## src/rtl/aoi21_cell_exerciser.sv

```systemverilog
// aoi21_cell_exerciser: drives Gray-coded vectors into an AOI21 cell, checks QN, counts errors and toggles
// Ports:
//   CLK, RSTB      clock (rising edge), asynchronous active-low reset
//   START, REPEAT  run request (sampled in IDLE) and pass count (0 means 1)
//   IN1..IN3       registered cell inputs; QN is the cell output read back
//   BUSY, DONE     run in progress / one-cycle end-of-run pulse
//   PASS           no mismatches in the last run, held until the next START accept
//   ERR_CNT        saturating mismatch count
//   TOG_CNT        saturating count of QN changes between consecutive samples
module aoi21_cell_exerciser #(
    parameter int SETTLE_CYCLES = 2,
    parameter int REPEAT_W      = 8
) (
    input  logic                CLK,
    input  logic                RSTB,
    input  logic                START,
    input  logic [REPEAT_W-1:0] REPEAT,
    output logic                IN1,
    output logic                IN2,
    output logic                IN3,
    input  logic                QN,
    output logic                BUSY,
    output logic                DONE,
    output logic                PASS,
    output logic [7:0]          ERR_CNT,
    output logic [15:0]         TOG_CNT
);
    localparam logic [2:0] IDLE   = 3'd0;
    localparam logic [2:0] APPLY  = 3'd1;
    localparam logic [2:0] SETTLE = 3'd2;
    localparam logic [2:0] SAMPLE = 3'd3;
    localparam logic [2:0] FINISH = 3'd4;
    localparam int SW = (SETTLE_CYCLES < 2) ? 1 : $clog2(SETTLE_CYCLES);
    localparam logic [SW-1:0] SET_LAST = SW'(SETTLE_CYCLES > 0 ? SETTLE_CYCLES - 1 : 0);

    logic [2:0]          state;
    logic [2:0]          idx;
    logic [2:0]          vec;
    logic [REPEAT_W-1:0] reps;
    logic [REPEAT_W-1:0] pass_cnt;
    logic [SW-1:0]       settle;
    logic                first;
    logic                prev;
    logic                exp_qn;
    logic                last;
    logic [7:0]          err_nxt;

    // Binary-to-Gray gives the single-input-toggle order 000,001,011,010,110,111,101,100
    assign vec     = idx ^ (idx >> 1);
    assign exp_qn  = ~((vec[2] & vec[1]) | vec[0]);
    assign last    = (idx == 3'd7) && (pass_cnt == reps - REPEAT_W'(1));
    assign err_nxt = (QN != exp_qn && ERR_CNT != 8'hFF) ? ERR_CNT + 8'd1 : ERR_CNT;
    assign BUSY    = (state == APPLY) || (state == SETTLE) || (state == SAMPLE);
    assign DONE    = (state == FINISH);

    always_ff @(posedge CLK or negedge RSTB) begin
        if (!RSTB) begin
            state    <= IDLE;
            idx      <= '0;
            reps     <= '0;
            pass_cnt <= '0;
            settle   <= '0;
            first    <= 1'b0;
            prev     <= 1'b0;
            IN1      <= 1'b0;
            IN2      <= 1'b0;
            IN3      <= 1'b0;
            PASS     <= 1'b0;
            ERR_CNT  <= '0;
            TOG_CNT  <= '0;
        end else begin
            case (state)
                IDLE: if (START) begin
                    reps     <= (REPEAT == '0) ? REPEAT_W'(1) : REPEAT;
                    idx      <= '0;
                    pass_cnt <= '0;
                    first    <= 1'b1;
                    PASS     <= 1'b0;
                    ERR_CNT  <= '0;
                    TOG_CNT  <= '0;
                    state    <= APPLY;
                end
                APPLY: begin
                    {IN1, IN2, IN3} <= vec;
                    settle          <= '0;
                    state           <= (SETTLE_CYCLES == 0) ? SAMPLE : SETTLE;
                end
                SETTLE: begin
                    settle <= settle + SW'(1);
                    state  <= (settle == SET_LAST) ? SAMPLE : SETTLE;
                end
                SAMPLE: begin
                    ERR_CNT <= err_nxt;
                    if (!first && QN != prev && TOG_CNT != 16'hFFFF)
                        TOG_CNT <= TOG_CNT + 16'd1;
                    prev     <= QN;
                    first    <= 1'b0;
                    idx      <= idx + 3'd1;
                    pass_cnt <= (idx == 3'd7) ? pass_cnt + REPEAT_W'(1) : pass_cnt;
                    // PASS is resolved with the final sample's error update folded in
                    if (last)
                        PASS <= (err_nxt == 8'd0);
                    state <= last ? FINISH : APPLY;
                end
                default: state <= IDLE;
            endcase
        end
    end
endmodule

```

## config.mk

```make
export PLATFORM = sky130hd
export DESIGN_NAME = aoi21_cell_exerciser
export DESIGN_NICKNAME = d
export VERILOG_FILES = /design/src/rtl/aoi21_cell_exerciser.sv
export SDC_FILE = /design/constraint.sdc
export NUM_CORES = 1
export LEC_CHECK = 0
export CORE_MARGIN = 8
export CORE_UTILIZATION = 25
export DETAILED_ROUTE_END_ITERATION = 12
export GPL_TIMING_DRIVEN = 0
export MAX_ROUTING_LAYER = met4
export PLACE_DENSITY_LB_ADDON = 0.3
export SYNTH_ARGS = -nofsm -noshare
export SYNTH_HDL_FRONTEND = slang
export SYNTH_SLANG_ARGS = --single-unit
```

## constraint.sdc

```tcl
create_clock -name CLK -period 2.3 [get_ports CLK]
set_input_delay 0.46 -clock CLK [delete_from_list [all_inputs] [get_ports CLK]]
set_output_delay 0.46 -clock CLK [all_outputs]
set_load 0.01 [all_outputs]
```

==> impl_metrics.toml, run 1 <==
[run_status]
outcome = "completed"

[synthesis]
syn_inst = 331
synth_common_cells = "dfrtp_1 (53), nand2_1 (48), nor2_1 (34)"
synth_compound_area_frac = 0.125
synth_nets = 350
syn-cell-area_mm2 = 0.00297
synth_top_family_by_area = "simple AND/OR/NAND/NOR gates"
synth_cell_types = 45
yosysMostFrequentCell = "dfrtp_1"
synthSimpleGateAreaFrac = 0.258
ys_seq_area_frac = 0.447
ys_ff_latch = 53
yosysWarnings = 0
yosysTopAreaCellShare = 0.447
synth_top_area_cell = "dfrtp_1"
yosys.area_share.adder = 0.0295
synth_ff_type = "dfrtp_1"
ys_async_sr_fraction = 1.00
synthTopCellsByArea = "dfrtp_1 (45%), xnor2_1 (6.2%), nand2_1 (6.1%)"
avgSynthCellArea_um2 = 8.97
synth_edf_count = 0
synth_xor_area_frac = 0.0856
synth_mux_area_frac = 0.0185

[power]
ir_worst_vdd_mv = 0.400
switching_power_uw = 1520
power_density_mw_per_mm2 = 1010
internal-power_uw = 2330
combPwrFrac = 0.418
power.static_leakage_uw = 0.00157
p_clk_frac = 0.207
p_seq_frac = 0.374
p_sw_frac = 0.395

[layout]
multi_input_comb_area_mm2 = 0.00160
insertedDiodeCount = 0
fillCellCount = 1179
area_delta_synth_final_pct = 27.9
nets = 399
final_layout_size_suffix_gt1_frac = 0.0892
regArea_mm2 = 0.00133
final_area_mm2 = 0.00379

[worst_setup_path]
critical_path_depth = 8
max_stage_delay_ps = 480
end_kind = "register"
arrival_ps = 2390
worstRegToRegCells = 8
required_ps = 2480
r2r_start = "reps[0]"
worstPathCellList = "inv_1, ha_1, xnor2_1, and4b_1, a41oi_1, a211oi_2, a21oi_1, mux2_2"
crit_buf_inv = 1
critPathLaunchType = "register"
slowest_stage = "dfrtp_1"
cp_max_fo = 6
critPathLaunch = "reps[0]"
worstSetupPathType = "reg2reg"
cp_top_family = "compound AO/OA/AOI/OAI gates"

[routing]
drtIter0Drc = 121
ant_nets = 0
drc = 0
wl_um = 7300
drtPass1Iterations = 4
via_count = 2530
via_per_inst = 4.83
wl_per_cell_um = 13.9

[hold_path]
hp-class = "in2async"

[global_routing]
grtUsageTotal = 0.0983
grt_max_degree = 35
grt-ovfl-total = 0
grt_antenna_before_repair = 0
grt_pass1_wl_um = 12500
grt_pass1_vias = 2466

[cts]
cts_buffers = 5
cts-root-buf = "clkbuf_16"
worstSkewPairLatency_ps = 300
cts_tree = "yes"
clock_sinks = 53
hold_buffers = 0
clkTransAtPathRegs_ps = 80
cts_max_level = 2
clockBufferDepth = 2
postCtsSetupBuffers = 0

[floorplan]
die_h_um = 125
start_util = 0.258
ios = 42
die_w_um = 125
std_cell_rows = 39
dieArea_mm2 = 0.0156
core_mm2 = 0.0115

[sta]
fmax_ghz = 0.453
hold_slack_ps = 118
slew_headroom = 0.627
slew_viol_final = 0
setup_viol = 0
finalCriticalPeriod_ps = 2210
rsz0062_at_grt = "yes"
post-route-period-util = 0.960
clock-skew-final_ps = 9.35
finalHoldViolations = 0
worst-slew-pin-transition_ps = 556
setup_slack_ps = 90.9

[place]
place_congestion = 0.814
pre_cts_ws_ps = -590
placed_area_mm2 = 0.00357
io_buffers = 41
dp_hpwl_um = 5400

[run]
maxCapViolations = 0
cells in the final DEF (no fill, tap or decap), drive strengths merged, types with 5 or more instances in the layout:
| cell | instances |
|---|---|
| a21oi | 11 |
| a41oi | 5 |
| buf | 5 |
| clkbuf | 19 |
| clkdlybuf4s50 | 39 |
| dfrtp | 53 |
| ha | 7 |
| inv | 11 |
| nand2 | 48 |
| nand2b | 5 |
| nand3 | 14 |
| nand4 | 8 |
| nor2 | 34 |
| nor3 | 15 |
| nor4 | 8 |
| o21ai | 17 |
| o31ai | 5 |
| or3 | 6 |
| xnor2 | 21 |
| xor2 | 8 |
per-layer routing:
metal  global-route usage  wire (µm)  share of wire
met1                0.126       3490           0.48
met2                0.153       3480           0.48
met3               0.0161        218          0.030
met4               0.0351        108          0.015
met5                    -          0              0
per-stage QoR:
stage / power [µW] / utilization / setup TNS (ps) / instances
after detailed placement: 2980 / 0.310 / -9190 / 516
after global routing: 4150 / 0.330 / -62.5 / 524
final: 3850 / 0.330 / 0 / 524
after global placement: 2940 / 0.309 / -61350 / 515
after floorplan: 2420 / - / 0 / 331
after CTS: 3830 / 0.326 / 0 / 524
path summary, 6_finish.rpt:
kind                              endpoint  slack [ps]
min in group CLK                     first         480
worst max register to register        PASS          90
worst min-delay path            TOG_CNT[2]         120
worst max-delay path                  PASS          90
max in group asynchronous       ERR_CNT[0]        1610
worst min register to register       first         480
repair_timing:
item	CTS	global route
setup endpoints to repair	8	7
gates cloned	0	0
resized for setup	11	15
state kept, by name, summed over array words and instances (netlist names):
name      cells
first         1
pass_cnt      8
TOG_CNT      16
settle        1
IN2           1
prev          1
IN1           1
ERR_CNT       8
reps          8
PASS          1
IN3           1
idx           3
state         3
power groups by stage:
stage	Combinational (µW)	Clock, µW	Sequential [µW]
2_1_floorplan	1000	0	1420
3_3_place_gp	1510	0	1430
3_5_place_dp	1530	0	1450
4_1_cts	1580	819	1430
5_1_grt	1810	857	1480
6_report	1610	798	1440
cell families after synthesis:
group / Yosys count
AO/OA/AOI/OAI: 56
XOR/XNOR: 29
adder cells (fa/ha/maj): 7
buffers and inverters: 26
flip-flops: 53
multiplexers: 5
AND/OR/NAND/NOR: 155
worst reg2reg max path, cell delays in order (launching register included):
cell and delay (ps):
dfrtp_1 480, inv_1 90, ha_1 290, xnor2_1 160
and4b_1 190, a41oi_1 230, a211oi_2 130, a21oi_1 170
mux2_2 340
final cells by class:
type                       instances  share of cell area
tap                              143              0.0471
timing repair buffer              42               0.112
clock inverter                     3             0.00758
inverter                           9             0.00890
multi-input combinational        252               0.420
buffer                            17              0.0211
sequential                        53               0.350
clock buffer                       5              0.0330
Power figures use the tool's default switching activity.
==> run 2, diff against run 1 <==
--- a/config.mk
+++ b/config.mk
@@ -5,12 +5,14 @@
 export SDC_FILE = /design/constraint.sdc
 export NUM_CORES = 1
 export LEC_CHECK = 0
+export ABC_CLOCK_PERIOD_IN_PS = 2300
 export CORE_MARGIN = 8
 export CORE_UTILIZATION = 25
 export DETAILED_ROUTE_END_ITERATION = 12
 export GPL_TIMING_DRIVEN = 0
 export MAX_ROUTING_LAYER = met4
 export PLACE_DENSITY_LB_ADDON = 0.3
+export SLEW_MARGIN = 15
 export SYNTH_ARGS = -nofsm -noshare
 export SYNTH_HDL_FRONTEND = slang
 export SYNTH_SLANG_ARGS = --single-unit
==> run 2 against run 1 <==
Effect of this change:
- clock power barely moved
- first-iteration DRC count rose by 9.1%
- largest power group unchanged
- final area fell by 0.53%
- total power rose by 0.53%
- critical endpoint unchanged
==> impl_metrics.toml, run 2 (synthesized netlist as in run 1, its figures left out) <==
[run_status]
outcome = "completed"

[cts]
cts_tree = "yes"
cts_max_level = 2
worstSkewPairLatency_ps = 300
cts_buffers = 5
clockBufferDepth = 2
clock_sinks = 53
cts-root-buf = "clkbuf_16"
clkTransAtPathRegs_ps = 80

[global_routing]
grtUsageTotal = 0.0994
grt_pass1_vias = 2532
grt_max_degree = 54
grt-ovfl-total = 0
grt_pass1_wl_um = 12700
grt_antenna_before_repair = 0

[routing]
ant_nets = 0
wl_um = 7340
drtPass1Iterations = 4
drtIter0Drc = 132
wl_per_cell_um = 14.1
via_per_inst = 4.85
drc = 0
via_count = 2532

[power]
switching_power_uw = 1540
internal-power_uw = 2330
combPwrFrac = 0.421
ir_worst_vdd_mv = 0.355
p_sw_frac = 0.398
power.static_leakage_uw = 0.00156
power_density_mw_per_mm2 = 1020
p_seq_frac = 0.372
p_clk_frac = 0.207

[layout]
final_common_cell = "dfrtp_1"
regMostFlops = "TOG_CNT"
final_layout_size_suffix_gt1_frac = 0.0897
nets = 397
insertedDiodeCount = 0
layout.cells.most_common_list = "dfrtp_1 (51), nand2_1 (48), clkdlybuf4s50_1 (39)"
largest_reg_flops = 16
final_area_mm2 = 0.00377
finalNonFillerCells = 522
area_delta_synth_final_pct = 27.2

[worst_setup_path]
r2r-end = "PASS"
worstPathCellList = "buf_1, and4_1, nand2_1, nor2_1, mux2_2, a2111oi_2, mux2_2"
critPathLaunchType = "register"
arrival_ps = 2440
cp_max_fo = 9
crit_path_frequent_cell = "mux2_2"
cp_top_family = "simple AND/OR/NAND/NOR gates"
max_stage_delay_ps = 360
worstSetupPathType = "reg2reg"
crit_buf_inv = 1
slowest_stage = "mux2_2"
required_ps = 2530
regToRegSetupSlack_ps = 90
end_kind = "register"
r2r_start = "ERR_CNT[3]"
worstRegToRegCells = 7

[floorplan]
dieArea_mm2 = 0.0156
die_h_um = 125
std_cell_rows = 39
die_w_um = 125
core_mm2 = 0.0115
ios = 42
start_util = 0.258

[sta]
worst-slew-pin-transition_ps = 703
slew_headroom = 0.531
fmax_ghz = 0.453
setup_tns_ps = 0
clock-skew-final_ps = 10.5
post-route-period-util = 0.959
rsz0062_at_grt = "yes"
finalCriticalPeriod_ps = 2210
finalHoldViolations = 0
setup_slack_ps = 94.3
setup_viol = 0
slew_viol_final = 0

[run]
maxCapViolations = 0

[place]
placed_area_mm2 = 0.00355
pre_cts_ws_ps = -575
dp_cells = 515
place_congestion = 0.814
io_buffers = 41
dp_hpwl_um = 5310

[hold_path]
hp-class = "in2async"
## run 2: worst reg2reg max path, cell delays in order (launching register included)
cell,delay (ps)
dfrtp_1,350
buf_1,290
and4_1,330
nand2_1,110
nor2_1,150
mux2_2,360
a2111oi_2,350
mux2_2,210
## run 2: worst max-delay path by stage
stage	startpoint	endpoint	slack, ps	cells after the start
5_1_grt	ERR_CNT[3]	PASS	-40	7
3_5_place_dp	QN	PASS	-580	8
6_report	ERR_CNT[3]	PASS	90	7
3_3_place_gp	RSTB	ERR_CNT[4]	-980	1
4_1_cts	ERR_CNT[1]	PASS	8	7
2_1_floorplan	idx[0]	PASS	110	8
## run 2: metrics by stage
stage / utilization / power, µW / hold slack, ps
after floorplan: - / 2420 / 164
after global placement: 0.309 / 2940 / 462
after detailed placement: 0.309 / 2980 / 469
after CTS: 0.324 / 3840 / 247
after global routing: 0.328 / 4190 / 274
final: 0.328 / 3870 / 196
## run 2: cell type report
type                       count  area [µm²]
fill                        1199        7740
multi-input combinational    252        1600
sequential                    53        1330
timing repair buffer          41         407
tap                          143         179
clock buffer                   5         125
buffer                        16        76.3
inverter                       9        33.8
clock inverter                 3        28.8
## run 2: power groups by stage
| stage | Clock, µW | Sequential (µW) | Combinational [µW] |
|---|---|---|---|
| 4_1_cts | 824 | 1430 | 1590 |
| 3_3_place_gp | 0 | 1430 | 1510 |
| 5_1_grt | 862 | 1480 | 1850 |
| 2_1_floorplan | 0 | 1420 | 1000 |
| 3_5_place_dp | 0 | 1440 | 1540 |
| 6_report | 800 | 1440 | 1630 |
## run 2: timing repair
item / in CTS / in global routing
setup buffers: 0 / 0
gates resized for setup: 10 / 18
cloned: 0 / 0
pin swaps: 0 / 0
endpoints found under the setup margin: 11 / 9
hold buffers: 0 / 0
hold endpoints to repair: 0 / 0
## run 2: routing by layer
metal | routed length [µm] | up-vias | part of all wire | global-route usage
li1 | - | 1256 | - | -
met4 | 90 | 0 | 0.012 | 0.0315
met5 | 0 | - | 0 | -
met3 | 235 | 7 | 0.032 | 0.0195
met2 | 3530 | 42 | 0.48 | 0.156
met1 | 3480 | 1227 | 0.47 | 0.126
